<file path="config.mk">
export PLATFORM = sky130hd
export DESIGN_NAME = spi_transaction_fsm
export DESIGN_NICKNAME = d
export VERILOG_FILES = /design/src/rtl/spi_transaction_fsm_pkg.sv /design/src/rtl/spi_transaction_fsm_edge_counter.sv /design/src/rtl/spi_transaction_fsm.sv
export SDC_FILE = /design/constraint.sdc
export NUM_CORES = 1
export LEC_CHECK = 0
export CORE_MARGIN = 1
export CORE_UTILIZATION = 48
export CTS_CLUSTER_SIZE = 30
export DETAILED_ROUTE_END_ITERATION = 10
export HOLD_SLACK_MARGIN = 0.15
export PLACE_DENSITY = 0.77
export SYNTH_ARGS = -nofsm -noshare
export SYNTH_HDL_FRONTEND = slang
export SYNTH_SLANG_ARGS = --single-unit
</file>
<file path="constraint.sdc">
create_clock -name clk -period 2.2 [get_ports clk]
set_input_delay 0.44 -clock clk [delete_from_list [all_inputs] [get_ports clk]]
set_output_delay 0.44 -clock clk [all_outputs]
set_load 0.01 [all_outputs]
</file>
<file path="src/rtl/spi_transaction_fsm_pkg.sv">
// Shared encodings and default widths for the SPI slave transaction controller.
package spi_transaction_fsm_pkg;

    localparam int unsigned WORD_W_DFLT = 8;
    localparam int unsigned ADDR_W_DFLT = 7;
    localparam int unsigned RW_BIT      = 0;
    localparam logic        READ        = 1'b1;

    typedef enum logic [3:0] {
        ST_IDLE     = 4'd0,
        ST_GET_ADDR = 4'd1,
        ST_GOT_ADDR = 4'd2,
        ST_RD_WAIT  = 4'd3,
        ST_RD_LOAD  = 4'd4,
        ST_RD_OUT   = 4'd5,
        ST_WR_IN    = 4'd6,
        ST_WR_MEM   = 4'd7,
        ST_DONE     = 4'd8
    } state_t;

endpackage

</file>
<file path="src/rtl/spi_transaction_fsm_edge_counter.sv">
// Saturating SCLK edge counter shared by the address, write and read phases.
module spi_transaction_fsm_edge_counter #(
    parameter int unsigned LIMIT = 8,
    parameter int unsigned CNT_W = 4
) (
    input  logic clk,
    input  logic reset_n,
    input  logic clear,
    input  logic inc,
    output logic done_c,
    output logic hit_c
);

    logic [CNT_W-1:0] count;

    // Count qualified edges; clear has priority and the count never wraps.
    always_ff @(posedge clk or negedge reset_n) begin
        if (!reset_n) begin
            count <= '0;
        end else if (clear) begin
            count <= '0;
        end else if (inc && (count < CNT_W'(LIMIT))) begin
            count <= count + CNT_W'(1);
        end
    end

    // hit_c flags the edge that completes the byte, done_c a full count.
    assign done_c = (count == CNT_W'(LIMIT));
    assign hit_c  = inc && (count == CNT_W'(LIMIT - 1));

endmodule

</file>
<file path="src/rtl/spi_transaction_fsm.sv">
// Frame-level control for the SPI memory slave: address capture, read load, write commit.
module spi_transaction_fsm
    import spi_transaction_fsm_pkg::*;
#(
    parameter int unsigned WORD_W = WORD_W_DFLT,
    parameter int unsigned ADDR_W = ADDR_W_DFLT
) (
    input  logic              clk,
    input  logic              reset_n,
    input  logic              cs_n,
    input  logic              sclk_pos_edge,
    input  logic              sclk_neg_edge,
    input  logic [WORD_W-1:0] sr_pout,
    output logic [ADDR_W-1:0] addr_q,
    output logic              dm_we,
    output logic              sr_pload,
    output logic              miso_en,
    output logic              busy
);

    localparam int unsigned CNT_W = $clog2(WORD_W + 1);

    state_t state;
    state_t state_next;
    logic   cnt_clear;
    logic   cnt_inc;
    logic   cnt_done_c;
    logic   cnt_hit_c;
    logic   byte_end;

    spi_transaction_fsm_edge_counter #(
        .LIMIT (WORD_W),
        .CNT_W (CNT_W)
    ) u_edge_counter (
        .clk     (clk),
        .reset_n (reset_n),
        .clear   (cnt_clear),
        .inc     (cnt_inc),
        .done_c  (cnt_done_c),
        .hit_c   (cnt_hit_c)
    );

    assign byte_end = cnt_hit_c || cnt_done_c;

    // State register.
    always_ff @(posedge clk or negedge reset_n) begin
        if (!reset_n) begin
            state <= ST_IDLE;
        end else begin
            state <= state_next;
        end
    end

    // Next state and edge qualification; chip-select release overrides everything.
    always_comb begin
        state_next = state;
        cnt_inc    = 1'b0;
        case (state)
            ST_IDLE: begin
                if (!cs_n) state_next = ST_GET_ADDR;
            end
            ST_GET_ADDR: begin
                cnt_inc = sclk_pos_edge;
                if (byte_end) state_next = ST_GOT_ADDR;
            end
            ST_GOT_ADDR: begin
                state_next = (sr_pout[RW_BIT] == READ) ? ST_RD_WAIT : ST_WR_IN;
            end
            ST_RD_WAIT:  state_next = ST_RD_LOAD;
            ST_RD_LOAD:  state_next = ST_RD_OUT;
            ST_RD_OUT: begin
                cnt_inc = sclk_neg_edge;
                if (byte_end) state_next = ST_DONE;
            end
            ST_WR_IN: begin
                cnt_inc = sclk_pos_edge;
                if (byte_end) state_next = ST_WR_MEM;
            end
            ST_WR_MEM:   state_next = ST_DONE;
            ST_DONE:     state_next = ST_DONE;
            default:     state_next = ST_IDLE;
        endcase
        if (cs_n) state_next = ST_IDLE;
        cnt_clear = (state_next != state) || (state == ST_IDLE);
    end

    // Outputs decoded from the next state so each is aligned with the state it belongs to.
    always_ff @(posedge clk or negedge reset_n) begin
        if (!reset_n) begin
            addr_q   <= '0;
            dm_we    <= 1'b0;
            sr_pload <= 1'b0;
            miso_en  <= 1'b0;
            busy     <= 1'b0;
        end else begin
            dm_we    <= (state_next == ST_WR_MEM);
            sr_pload <= (state_next == ST_RD_LOAD);
            miso_en  <= (state_next == ST_RD_OUT);
            busy     <= (state_next != ST_IDLE);
            if ((state == ST_GOT_ADDR) && !cs_n) begin
                addr_q <= ADDR_W'(sr_pout >> 1);
            end
        end
    end

endmodule

</file>
; Word level (Yosys, flattened, before mapping)
; Index checks and enable logic that the tools add are counted.
[totals]
ff_bits = 19
in_bits = 13
output_inout_bits = 11
wordCells = 43
[op_classes]
mux = 9
n_eq_ne = 14
order_cmp = 1
reduce_logical = 11
addsub = 1
[ops]
columns = operator, count
row1 = $eq A4 B3 Y1 const B, 8
row2 = $pmux W4 S8, 1
row3 = $mux W4, 6
row4 = $eq A4 B2 Y1 const B, 2
row5 = $eq A4 B4 Y1 const B, 2
row6 = $add A4 B1 Y4 const B, 1
row7 = $eq A4 B1 Y1 const B, 1
row8 = $logic_not A4 Y1, 1
row9 = $lt A4 B4 Y1 const B, 1
row10 = $ne A4 B4 Y1, 1
row11 = $reduce_bool A4 Y1, 1
row12 = $reduce_or A2 Y1, 2
row13 = $logic_and A1 B1 Y1, 3
row14 = $mux W3, 1
row15 = $logic_or A1 B1 Y1, 2
row16 = $pmux W1 S2, 1
row17 = $reduce_bool A2 Y1, 1
row18 = $logic_not A1 Y1, 1

; Logic depth before layout (Yosys ltp)
[logic_depth]
depth_word = 11
depth_mapped = 6
depth_no_buf = 6

; Modules after synthesis
; From an unflattened synthesis, not the netlist that was laid out.
[unflattened]
cells_unflattened = 82
hier_area_um2 = 947.2
[modules_own_cells]
columns = module, seq_area_each_um2, cells_per_inst, area_each_um2, n_inst
row1 = spi_transaction_fsm, 375.4, 60, 721.9, 1
row2 = spi_transaction_fsm_edge_counter, 100.1, 22, 225.2, 1

; Worst setup path before layout
; Ideal clock, no wire load.
[synth_path]
path_type = register to register
startpoint = register u_edge_counter.count[0]
endpoint = register u_edge_counter.count[0]
synth_period_minus_slack_ns = 1.587
setup_slack_ns = 0.613
path_buffers = 1
path_stages_with_launch = 7
setup_ns = 0.101
t_arrival_ns = 1.486
required_ns = 2.099
path_cell_list = dfrtp_1 -> inv_1 -> ha_1 -> and3b_1 -> clkbuf_1 -> o31a_1 -> nor4_1
[synth_between]
elab_chain_len = 9
elab_cells_between_ends = 17
classes_between = 1 x add/sub / 1 x order compare / 3 x eq/ne / 7 x mux / 5 x reduce/logical
[synth_rtl]
columns = element, line_no
row1 = start: declaration, spi_transaction_fsm_edge_counter.sv:14  ; logic [CNT_W-1:0] count;
row2 = start signal: assignment, spi_transaction_fsm_edge_counter.sv:23  ; count <= count + CNT_W'(1);
row3 = $eq A4 B3 Y1, spi_transaction_fsm_edge_counter.sv:29  ; assign hit_c = inc && (count == CNT_W'(LIMIT - 1));
row4 = $logic_and A1 B1 Y1, spi_transaction_fsm_edge_counter.sv:29
row5 = $logic_or A1 B1 Y1, spi_transaction_fsm.sv:43  ; assign byte_end = cnt_hit_c || cnt_done_c;
row6 = "$mux W4, on equally long branches", "spi_transaction_fsm.sv:77, spi_transaction_fsm.sv:64, spi_transaction_fsm.sv:73"
row7 = $pmux W4 S8, spi_transaction_fsm.sv:58  ; case (state)
row8 = $mux W4, spi_transaction_fsm.sv:83  ; if (cs_n) state_next = ST_IDLE;
row9 = $ne A4 B4 Y1, spi_transaction_fsm.sv:84  ; cnt_clear = (state_next != state) || (state == ST_IDLE);
row10 = $logic_or A1 B1 Y1, spi_transaction_fsm.sv:84
row11 = $mux W4 or $reduce_bool A2 Y1 (tied branches), --
; Parallel ways exist; a longest one is shown, timed or not. The select of a mux whose other input is x is not followed.
; A chain may end at the register's enable or synchronous reset.

; Worst setup path in the final report
[layout_path]
startpoint = register state[2]
endpoint = register u_edge_counter.count[0]
[layout_between]
elab_chain_len = 11
elab_cells_between_ends = 24
classes_between = 9 x eq/ne / 7 x mux / 8 x reduce/logical
[layout_rtl]
columns = element, line_no
row1 = start: declaration, spi_transaction_fsm.sv:23  ; state_t state;
row2 = start signal: assignment, spi_transaction_fsm.sv:50  ; state <= state_next;
row3 = $eq A4 B3 Y1 or $eq A4 B1 Y1 (tied branches), spi_transaction_fsm.sv:58
row4 = $reduce_or A2 Y1 (no line), --
row5 = $pmux W1 S2, spi_transaction_fsm.sv:58
row6 = $logic_and A1 B1 Y1, spi_transaction_fsm_edge_counter.sv:29
row7 = $logic_or A1 B1 Y1, spi_transaction_fsm.sv:43
row8 = "$mux W4, on equally long branches", "spi_transaction_fsm.sv:77, spi_transaction_fsm.sv:64, spi_transaction_fsm.sv:73"
row9 = $pmux W4 S8, spi_transaction_fsm.sv:58
row10 = $mux W4, spi_transaction_fsm.sv:83
row11 = $ne A4 B4 Y1, spi_transaction_fsm.sv:84
row12 = $logic_or A1 B1 Y1, spi_transaction_fsm.sv:84
row13 = $mux W4 or $reduce_bool A2 Y1 (tied branches), --
; Parallel ways exist; a longest one is shown, timed or not.

==> run metrics <==
Die W=just under 50 um; Post-CTS Resized=0; Critical Path End=u_edge_counter.count[0]; average wire per standard cell=13.9 um; ratio of total power to cell area=482 mW/mm2; grt peak-use layer=met2; row count=16; TritonCTS Buffers=3; fmax=0.565 GHz; Initial Util=51.3%; placed cell areas=0.00128 mm2; worst skew pair latency=0.28 ns; max cap viols=0; Hold Crit Class=in2async; first-pass GRT wire length=3210 um; clk root buf=clkbuf_4; total power=631 uW; switch share=23.9%; cell area after layout=between 0.001 and 0.0015 mm2; clock share of power=27.3%; outcome=finished, final reports clean; leakage power=0.550 nW; NetSw=between 150 and 200 uW; Final Hold Fails=0; total track usage=around a fifth; commonest cells after routing, fill and taps aside=clkdlybuf4s50_1 (23), dfrtp_1 (19), mux2_2 (7); Vias/cell=5.76; Final nets=135; CTS tree=built; Seq pwr share=between 50% and 60%; antenna-violating nets left=0; actual slew at the worst max-slew pin=0.406 ns; largest net degree at the start of global routing=20; R2R cell count=4; Final Max Slew Viols=0; critical path endpoint category=register; Crit Path Category=reg2reg; CP arrival=about 2.0 ns; initial antenna violation count=0; GR Util met1=26.5%; area of the core=0.00198 mm2; Layout area overhead=28.7%; Worst-path clk slew=around 0.11 ns; Util after Layout=approximately 66%; Residual DRC=0; dpl hpwl=approximately 1600 um; Die ar.=0.00230 mm2; Mapped Area=0.00102 mm2; VDD IR-drop max=381 uV; layout cells sized above 1=between 10% and 20%; flop2flop setup slack=0.43 ns; crit share post-route=approximately four fifths; met2 usage=32.7%; via count=841; crit path max fanout=13; Layout fillers=about 150; worst rel slew slack=72.7%; Reg2Reg Launch Point=state[2]; GR met3 Demand/Resource=4.15%; Unique masters post-synth=39; combinational share of power=14.8%; Tmin final=~1.8 ns; Crit. Startpoint=state[2]; clock sinks=19; Max clock buf depth=2; Fin Setup TNS=0 ns; Yosys reg bits=19; Worst Clk Skew=0.00116 ns; WL final=2040 um; post-synthesis sequential area ratio=46.8%; setup repair bufs after CTS=0; final worst slack=0.429 ns; Setup WS pre-CTS=0.138 ns; Crit Reg-Reg Endpoint=u_edge_counter.count[0]; port buffer count=23; Die Ht=between 40 and 50 um; final number of setup-violating endpoints=0; Startpoint Class=register; Placer Congestion=0.916; syn_nets=109; I/O pin total=24; most common cell after layout, fill and taps aside=clkdlybuf4s50_1; RSZ-0062 raised after global routing=false; DR pass1 iterations=4; Synth Instances=94; Internal=480 uW; Ys Warns=0; drt first-iter violations=25; synthesized area per cell=10.8 um2; grt ovf=0; Antenna diodes=0; Post-CTS Hold Fix Bufs=0; htree depth=1; data required time of the worst path=2.39 ns; vias in the first global route=729
-- registers in the layout (all words and copies together), names as in the netlist --
name and count:
sr_pload 1, state 4, miso_en 1, u_edge_counter.count 4, busy 1, dm_we 1, addr_q 7
-- worst min path at each step --
stage / start / endpoint / slack [ns]
after floorplan: reset_n / addr_q[0] / 0.14
after global placement: addr_q[1] / addr_q[1] / 0.49
after detailed placement: addr_q[3] / addr_q[3] / 0.50
after CTS: reset_n / addr_q[6] / 0.49
after global routing: reset_n / miso_en / 0.50
final: reset_n / state[3] / 0.48
-- stage by stage --
step,hold slack [ns],std cells
floorplan,0.144,94
global placement,0.486,142
detailed placement,0.496,142
CTS,0.489,146
global route,0.499,146
finish,0.482,146
-- kinds of logic after synthesis --
kind of cell	synth area share, %
AND/OR/NAND/NOR	21.4
buffers and inverters	3.20
AO/OA/AOI/OAI	15.6
multiplexers	8.74
XOR/XNOR	1.72
adder cells (fa/ha/maj)	2.46
flip-flops	46.8
-- worst max-delay path, cell delays in order, from the launching register on --
cell and delay [ns]:
dfrtp_1 0.58, nand4bb_1 0.27, a31oi_2 0.18, o31a_1 0.36, nor4_1 0.29
-- cell type report --
| class | instances | area, um2 | area share, % |
|---|---|---|---|
| tap | 27 | 33.8 | 2.58 |
| multi-input combinational | 67 | 508 | 38.9 |
| inverter | 3 | 11.3 | 0.861 |
| clock buffer | 4 | 26.3 | 2.01 |
| timing repair buffer | 26 | 253 | 19.3 |
| sequential | 19 | 475 | 36.4 |
-- power groups by stage --
stage | sequential [mW] | clock (mW) | combinational, mW
after floorplan | 0.375 | 0 | 0.0377
after global placement | 0.372 | 0 | 0.0918
after detailed placement | 0.372 | 0 | 0.0937
after CTS | 0.366 | 0.177 | 0.0942
after global routing | 0.367 | 0.190 | 0.102
final | 0.365 | 0.172 | 0.0934
-- routing by layer --
metal / part of all wire [%] / routed length (um)
met5: 0 / 0
met4: 2.5 / 51
met3: 6.4 / 131
met2: 47 / 965
met1: 44 / 888
-- synthesized netlist by cell type --
master | count | area share [%]
inv_1 | 3 | 1.1
o2111ai_1 | 1 | 0.86
a31oi_1 | 1 | 0.62
or3_1 | 1 | 0.62
a31oi_2 | 1 | 1.2
and3_1 | 1 | 0.62
a21oi_1 | 4 | 2.0
nand4b_1 | 4 | 3.4
clkbuf_1 | 3 | 1.1
o31ai_1 | 1 | 0.74
o311ai_1 | 1 | 0.86
or2_2 | 1 | 0.62
nand2b_1 | 1 | 0.62
o21ba_1 | 1 | 0.99
nand4bb_1 | 2 | 2.2
o21ai_0 | 1 | 0.49
a211oi_1 | 1 | 0.74
or3b_1 | 1 | 0.86
buf_2 | 2 | 0.99
nor3_1 | 5 | 2.5
or2_1 | 1 | 0.62
mux2_2 | 7 | 7.8
nor4_1 | 2 | 1.2
o311a_1 | 1 | 0.99
o21a_1 | 1 | 0.74
o211ai_1 | 2 | 1.5
nor4_2 | 1 | 1.2
ha_1 | 2 | 2.5
o21bai_1 | 1 | 0.74
xnor2_1 | 2 | 1.7
a311oi_2 | 1 | 1.5
o31a_1 | 1 | 0.86
mux2i_1 | 1 | 0.99
dfrtp_1 | 19 | 47
and3b_1 | 2 | 1.7
nand3_1 | 3 | 1.5
a22o_1 | 1 | 0.86
nor2_1 | 4 | 1.5
nand2_1 | 6 | 2.2
(Power assumes the default switching activity.)
